$ cat config.mk
export PLATFORM = sky130hd
export DESIGN_NAME = apb_master
export DESIGN_NICKNAME = d
export VERILOG_FILES = /design/src/rtl/apb_pkg.sv /design/src/rtl/apb_wdt.sv /design/src/rtl/apb_master.sv
export SDC_FILE = /design/constraint.sdc
export NUM_CORES = 1
export LEC_CHECK = 0
export BUFFER_PORTS_ARGS = -buffer_cell sky130_fd_sc_hd__buf_2
export CORE_MARGIN = 5
export CORE_UTILIZATION = 46
export CTS_CLUSTER_SIZE = 8
export DETAILED_ROUTE_END_ITERATION = 8
export PLACE_DENSITY_LB_ADDON = 0.3
export REMOVE_ABC_BUFFERS = 1
export SLEW_MARGIN = 20
export SYNTH_ARGS = -nofsm -noshare
export SYNTH_HDL_FRONTEND = slang
export SYNTH_SLANG_ARGS = --single-unit
$ cat constraint.sdc
create_clock -name clk -period 2.57 [get_ports clk]
set_clock_uncertainty 0.15 [all_clocks]
set_input_delay 0.3855 -clock clk [delete_from_list [all_inputs] [get_ports clk]]
set_output_delay 0.3855 -clock clk [all_outputs]
set_load 0.1 [all_outputs]
$ cat src/rtl/apb_pkg.sv
// Shared definitions for the APB master: FSM state encoding and default
// widths/limits used by apb_master and its optional watchdog.
package apb_pkg;

  typedef enum logic [1:0] {
    IDLE   = 2'd0,
    SETUP  = 2'd1,
    ACCESS = 2'd2
  } apb_state_t;

  localparam int APB_ADDR_W         = 12;
  localparam int APB_DATA_W         = 32;
  localparam int APB_TIMEOUT_CYCLES = 255;

endpackage

$ cat src/rtl/apb_wdt.sv
// Wait-state watchdog for the APB master. An 8-bit counter cleared on the way
// into ACCESS and advanced on every stalled ACCESS cycle; 'expired' is high
// once the count equals LIMIT. Only built when APB_MASTER_TIMEOUT_EN is defined.
module apb_wdt
  import apb_pkg::*;
#(
  parameter int LIMIT = APB_TIMEOUT_CYCLES
) (
  input  logic clk,
  input  logic rst,
  input  logic clr,
  input  logic inc,
  output logic expired
);

  localparam logic [7:0] LIMIT_C = 8'(LIMIT);

  logic [7:0] count;

  // Count stalled cycles, freezing at the limit so the counter never wraps.
  always_ff @(posedge clk) begin
    if (rst || clr) begin
      count <= '0;
    end else if (inc && !expired) begin
      count <= count + 8'd1;
    end
  end

  assign expired = (count == LIMIT_C);

endmodule

$ cat src/rtl/apb_master.sv
// Single-outstanding APB master: accepts one command on a valid/ready request
// channel, runs the SETUP/ACCESS handshake, and returns a one-cycle response.
// Optional feature: define APB_MASTER_TIMEOUT_EN to abort an ACCESS phase that
// waits TIMEOUT_CYCLES stalled cycles, reporting it as an error response.
module apb_master
  import apb_pkg::*;
#(
  parameter int ADDR_W         = APB_ADDR_W,
  parameter int DATA_W         = APB_DATA_W,
  parameter int TIMEOUT_CYCLES = APB_TIMEOUT_CYCLES
) (
  input  logic              clk,
  input  logic              rst,
  input  logic              cmd_valid,
  output logic              cmd_ready,
  input  logic              cmd_write,
  input  logic [ADDR_W-1:0] cmd_addr,
  input  logic [DATA_W-1:0] cmd_wdata,
  output logic              rsp_valid,
  output logic [DATA_W-1:0] rsp_rdata,
  output logic              rsp_err,
  output logic              psel,
  output logic              penable,
  output logic              pwrite,
  output logic [ADDR_W-1:0] paddr,
  output logic [DATA_W-1:0] pwdata,
  input  logic              pready,
  input  logic [DATA_W-1:0] prdata,
  input  logic              pslverr
);

  apb_state_t state, state_next;
  logic       done;
  logic       timeout;

  // A transfer completes normally only while in ACCESS; pready is ignored elsewhere.
  assign done = (state == ACCESS) && pready;

`ifdef APB_MASTER_TIMEOUT_EN
  logic wdt_expired;

  apb_wdt #(
    .LIMIT(TIMEOUT_CYCLES)
  ) u_wdt (
    .clk     (clk),
    .rst     (rst),
    .clr     (state == SETUP),
    .inc     ((state == ACCESS) && !pready),
    .expired (wdt_expired)
  );

  // A late pready on the expiry cycle still wins, hence the !pready term.
  assign timeout = (state == ACCESS) && !pready && wdt_expired;
`else
  assign timeout = 1'b0;
`endif

  // State register; reset abandons any transfer in flight.
  always_ff @(posedge clk) begin
    if (rst) begin
      state <= IDLE;
    end else begin
      state <= state_next;
    end
  end

  // Next-state logic plus the APB phase strobes, which depend on state alone.
  always_comb begin
    state_next = state;
    cmd_ready  = 1'b0;
    psel       = 1'b0;
    penable    = 1'b0;
    case (state)
      IDLE: begin
        cmd_ready = 1'b1;
        if (cmd_valid) begin
          state_next = SETUP;
        end
      end
      SETUP: begin
        psel       = 1'b1;
        state_next = ACCESS;
      end
      ACCESS: begin
        psel    = 1'b1;
        penable = 1'b1;
        if (done || timeout) begin
          state_next = IDLE;
        end
      end
      default: begin
        state_next = IDLE;
      end
    endcase
  end

  // Latch the command on acceptance; these hold unchanged through SETUP and ACCESS.
  always_ff @(posedge clk) begin
    if (rst) begin
      pwrite <= 1'b0;
      paddr  <= '0;
      pwdata <= '0;
    end else if ((state == IDLE) && cmd_valid) begin
      pwrite <= cmd_write;
      paddr  <= cmd_addr;
      pwdata <= cmd_wdata;
    end
  end

  // Response pulse; data and error stay put between pulses.
  always_ff @(posedge clk) begin
    if (rst) begin
      rsp_valid <= 1'b0;
      rsp_rdata <= '0;
      rsp_err   <= 1'b0;
    end else begin
      rsp_valid <= done || timeout;
      if (done) begin
        rsp_err   <= pslverr;
        rsp_rdata <= pwrite ? '0 : prdata;
      end else if (timeout) begin
        rsp_err   <= 1'b1;
        rsp_rdata <= '0;
      end
    end
  end

endmodule

==> Flow_metrics.wiki <==
{| class="wikitable"
! Metric !! Value
|-
| Worst Hold Depth || 2
|-
| Relative contribution of the clock network to total power || 30.8%
|-
| Most instantiated flip-flop cell in the synthesis netlist || dfxtp_1
|-
| Max-cap violation count || 0
|-
| Post-cts gate resize count || 0
|-
| Maximum resistive drop on vdd || 0.542 mV
|-
| Nature of the critical path endpoint || output port
|-
| Final nets || 534
|-
| Master cell of the clock root buffer || clkbuf_8
|-
| Slew at the pin closest to its max-slew limit || 0.513 ns
|-
| Synth cell types || 22
|-
| Total global routing overflow || 0
|-
| CP arrival || 1.46 ns
|-
| I/O Buffers || 163
|-
| Top-area cell type share of the netlist area || 58.8%
|-
| Number of search-and-repair iterations in the first detailed-routing pass || 4
|-
| Iteration-0 DRC Markers || 86
|-
| Final HPWL DP || 5200 µm
|-
| Final total negative setup slack || 0 ns
|-
| Number of hold violations in the final report || 0
|-
| DIE HEIGHT || 87.4 µm
|-
| Die outline area || 7640 µm²
|-
| Post-route standard cell area excluding fillers || 3780 µm²
|-
| Reg-to-Reg Start || state[0]
|-
| Achievable clock frequency || 500 MHz
|-
| Number of global-route vias before repair || 2334
|-
| Initial antenna violation count || 0
|-
| Number of buffers added for setup after CTS || 0
|-
| Cts-stage hold buffer count || 0
|-
| Drt wl/cell || 13.4 µm
|-
| Static leakage power || 1.89 nW
|-
| DRC || 0
|-
| Share of flip-flops with an asynchronous set or reset after synthesis || 0%
|-
| Fraction of the cycle the final worst path needs || 77.8%
|-
| Sequential fraction of the synthesis area || 58.8%
|-
| Wire length after detailed routing || 7080 µm
|-
| Largest net degree at the start of global routing || 46
|-
| Worst setup slack after layout || 0.571 ns
|-
| Synth warn || 0
|-
| Global-route usage over all layers || 17.9%
|-
| Area inside the core boundary || 5890 µm²
|-
| Final antenna diode count || 0
|-
| Sequential share of power || 43.1%
|-
| Placed inst area || 3570 µm²
|-
| Leading post-synthesis cells by cell area || dfxtp_1 59%, nand2_1 13%, a21oi_1 8.7%
|-
| Combined area of all synthesized cells || 2760 µm²
|-
| Vias post-DR || 2530
|-
| Total power consumption of the routed design || 3.14 mW
|-
| Count of flip-flops with a built-in enable after synthesis || 0
|-
| Worst Setup Path Type || reg2out
|-
| Switching fraction of total power || 36.0%
|-
| Pwr Density || 830 nW/µm²
|-
| Skew-Pair Late Insertion Delay || 0.33 ns
|-
| Start point of the worst hold path || prdata[28]
|-
| Setup repair after global routing missed its margin || no
|-
| Clock tree sinks || 81
|-
| Avg Synthesized Cell Area || 9.47 µm²
|-
| Antenna viol nets, final || 0
|-
| Wire length of the first global-routing pass || 10900 µm
|-
| Min Clock Period, post-route || 2.00 ns
|-
| Fin. max-slew vios || 0
|-
| Fraction of layout cells with a size suffix above 1 || 42.3%
|-
| TritonCTS clock tree || done
|-
| Core occupancy in the finished layout || 64.2%
|-
| Die width || 87.4 µm
|-
| Worst setup path startpoint || state[0]
|-
| H-tree depth || 3
|-
| Vias per std cell || 4.78
|-
| Required @ worst endpoint || 2.03 ns
|-
| Max-slew headroom || 66.1%
|-
| Starting density of the core || 46.8%
|-
| Cell count after synthesis || 291
|-
| P_int || 2.01 mW
|-
| Worst Reg-to-Reg Cells || 6
|-
| Maximum fanout along the worst path || 5
|-
| Final weighted congestion in routability-driven placement || 0.743
|-
| Max clock buf depth || 2
|-
| #FFs+latches synth || 81
|-
| I/O pins || 164
|-
| Cell row count || 28
|-
| Setup slack after placement || 0.918 ns
|-
| Critical path launch point type || flop
|-
| Worst-path clk slew || 0.08 ns
|-
| Hold WC Path Type || in2reg
|-
| Final setup violation count || 0
|-
| Switching Power || 1.13 mW
|-
| Result of the run || completed
|-
| Biggest area consumer among synthesized cells || dfxtp_1
|-
| Area Growth Syn to Fin || 37.2%
|-
| Combinational share of power || 26.1%
|-
| Number of buffers added by the clock tree synthesis step || 9
|}
-- layout by cell type, fill, tap and decap left out, drive strengths merged, types with 2 or more instances in the layout --
master  netlist  routed
ha            3       3
buf          20     168
nand3         2       2
a22o         32      32
nand2        93      93
a21oi        49      49
clkbuf        1      10
clkinv        0       3
dfxtp        81      81
bufinv        0       2
inv           3       3
-- synthesized netlist by cell type (2+ instances only) --
| cell | instances |
|---|---|
| a21oi_1 | 48 |
| a22o_1 | 26 |
| a22o_2 | 6 |
| buf_1 | 2 |
| buf_2 | 10 |
| buf_4 | 5 |
| buf_6 | 3 |
| dfxtp_1 | 81 |
| ha_1 | 3 |
| inv_1 | 3 |
| nand2_1 | 92 |
| nand3_1 | 2 |
-- registers in the layout, indices dropped and copies added, names as in the netlist --
register / cells
rsp_err: 1
rsp_rdata: 32
rsp_valid: 1
pwrite: 1
pwdata: 32
paddr: 12
state: 2
-- path summary, 6_finish.rpt --
check	slack [ns]	endpoint
max	0.57	penable
min	0.11	rsp_rdata[28]
max reg2reg	0.89	pwdata[26]
min reg2reg	0.30	pwdata[24]
-- layer usage --
layer  track usage, %  vias to the layer above  share of wire (%)
met4             9.48                        0                3.5
li1                 -                     1292                  -
met1             21.5                     1119                 39
met5                0                        -                  0
met3             3.69                       23                7.3
met2             29.9                       96                 50
-- worst max-delay path, cell delays in order, from the launching register on --
cell and delay, ns:
dfxtp_1 0.33, inv_1 0.08, ha_1 0.26, buf_2 0.46
-- layout make-up --
cell class / count / area (µm²)
clock buffer: 10 / 128
clock inverter: 6 / 82.6
fill: 548 / 2100
inverter: 3 / 11.3
multi-input combinational: 186 / 991
sequential: 81 / 1620
tap: 75 / 93.8
timing repair buffer: 168 / 853
-- cells by family after synthesis --
family / Yosys count / synth area share, %
AO/OA/AOI/OAI: 83 / 20.0
adder cells (fa/ha/maj): 3 / 1.36
AND/OR/NAND/NOR: 100 / 14.6
buffers and inverters: 24 / 5.22
flip-flops: 81 / 58.8
-- power by group through the flow --
stage                     logic [mW]  registers (mW)  clock network [mW]
after floorplan                0.182            1.84                   0
after global placement         0.817            1.38                   0
after detailed placement       0.824            1.38                   0
after CTS                      0.825            1.35               0.998
after global routing           0.858            1.36                1.05
final                          0.819            1.35               0.969
-- through the flow --
stage               hold slack [ns]  instances
floorplan                     0.305        270
global placement              0.288        513
detailed placement            0.293        513
CTS                          0.0917        529
global route                  0.101        529
finish                        0.112        529
No activity file was read; power rests on OpenSTA's default activity.
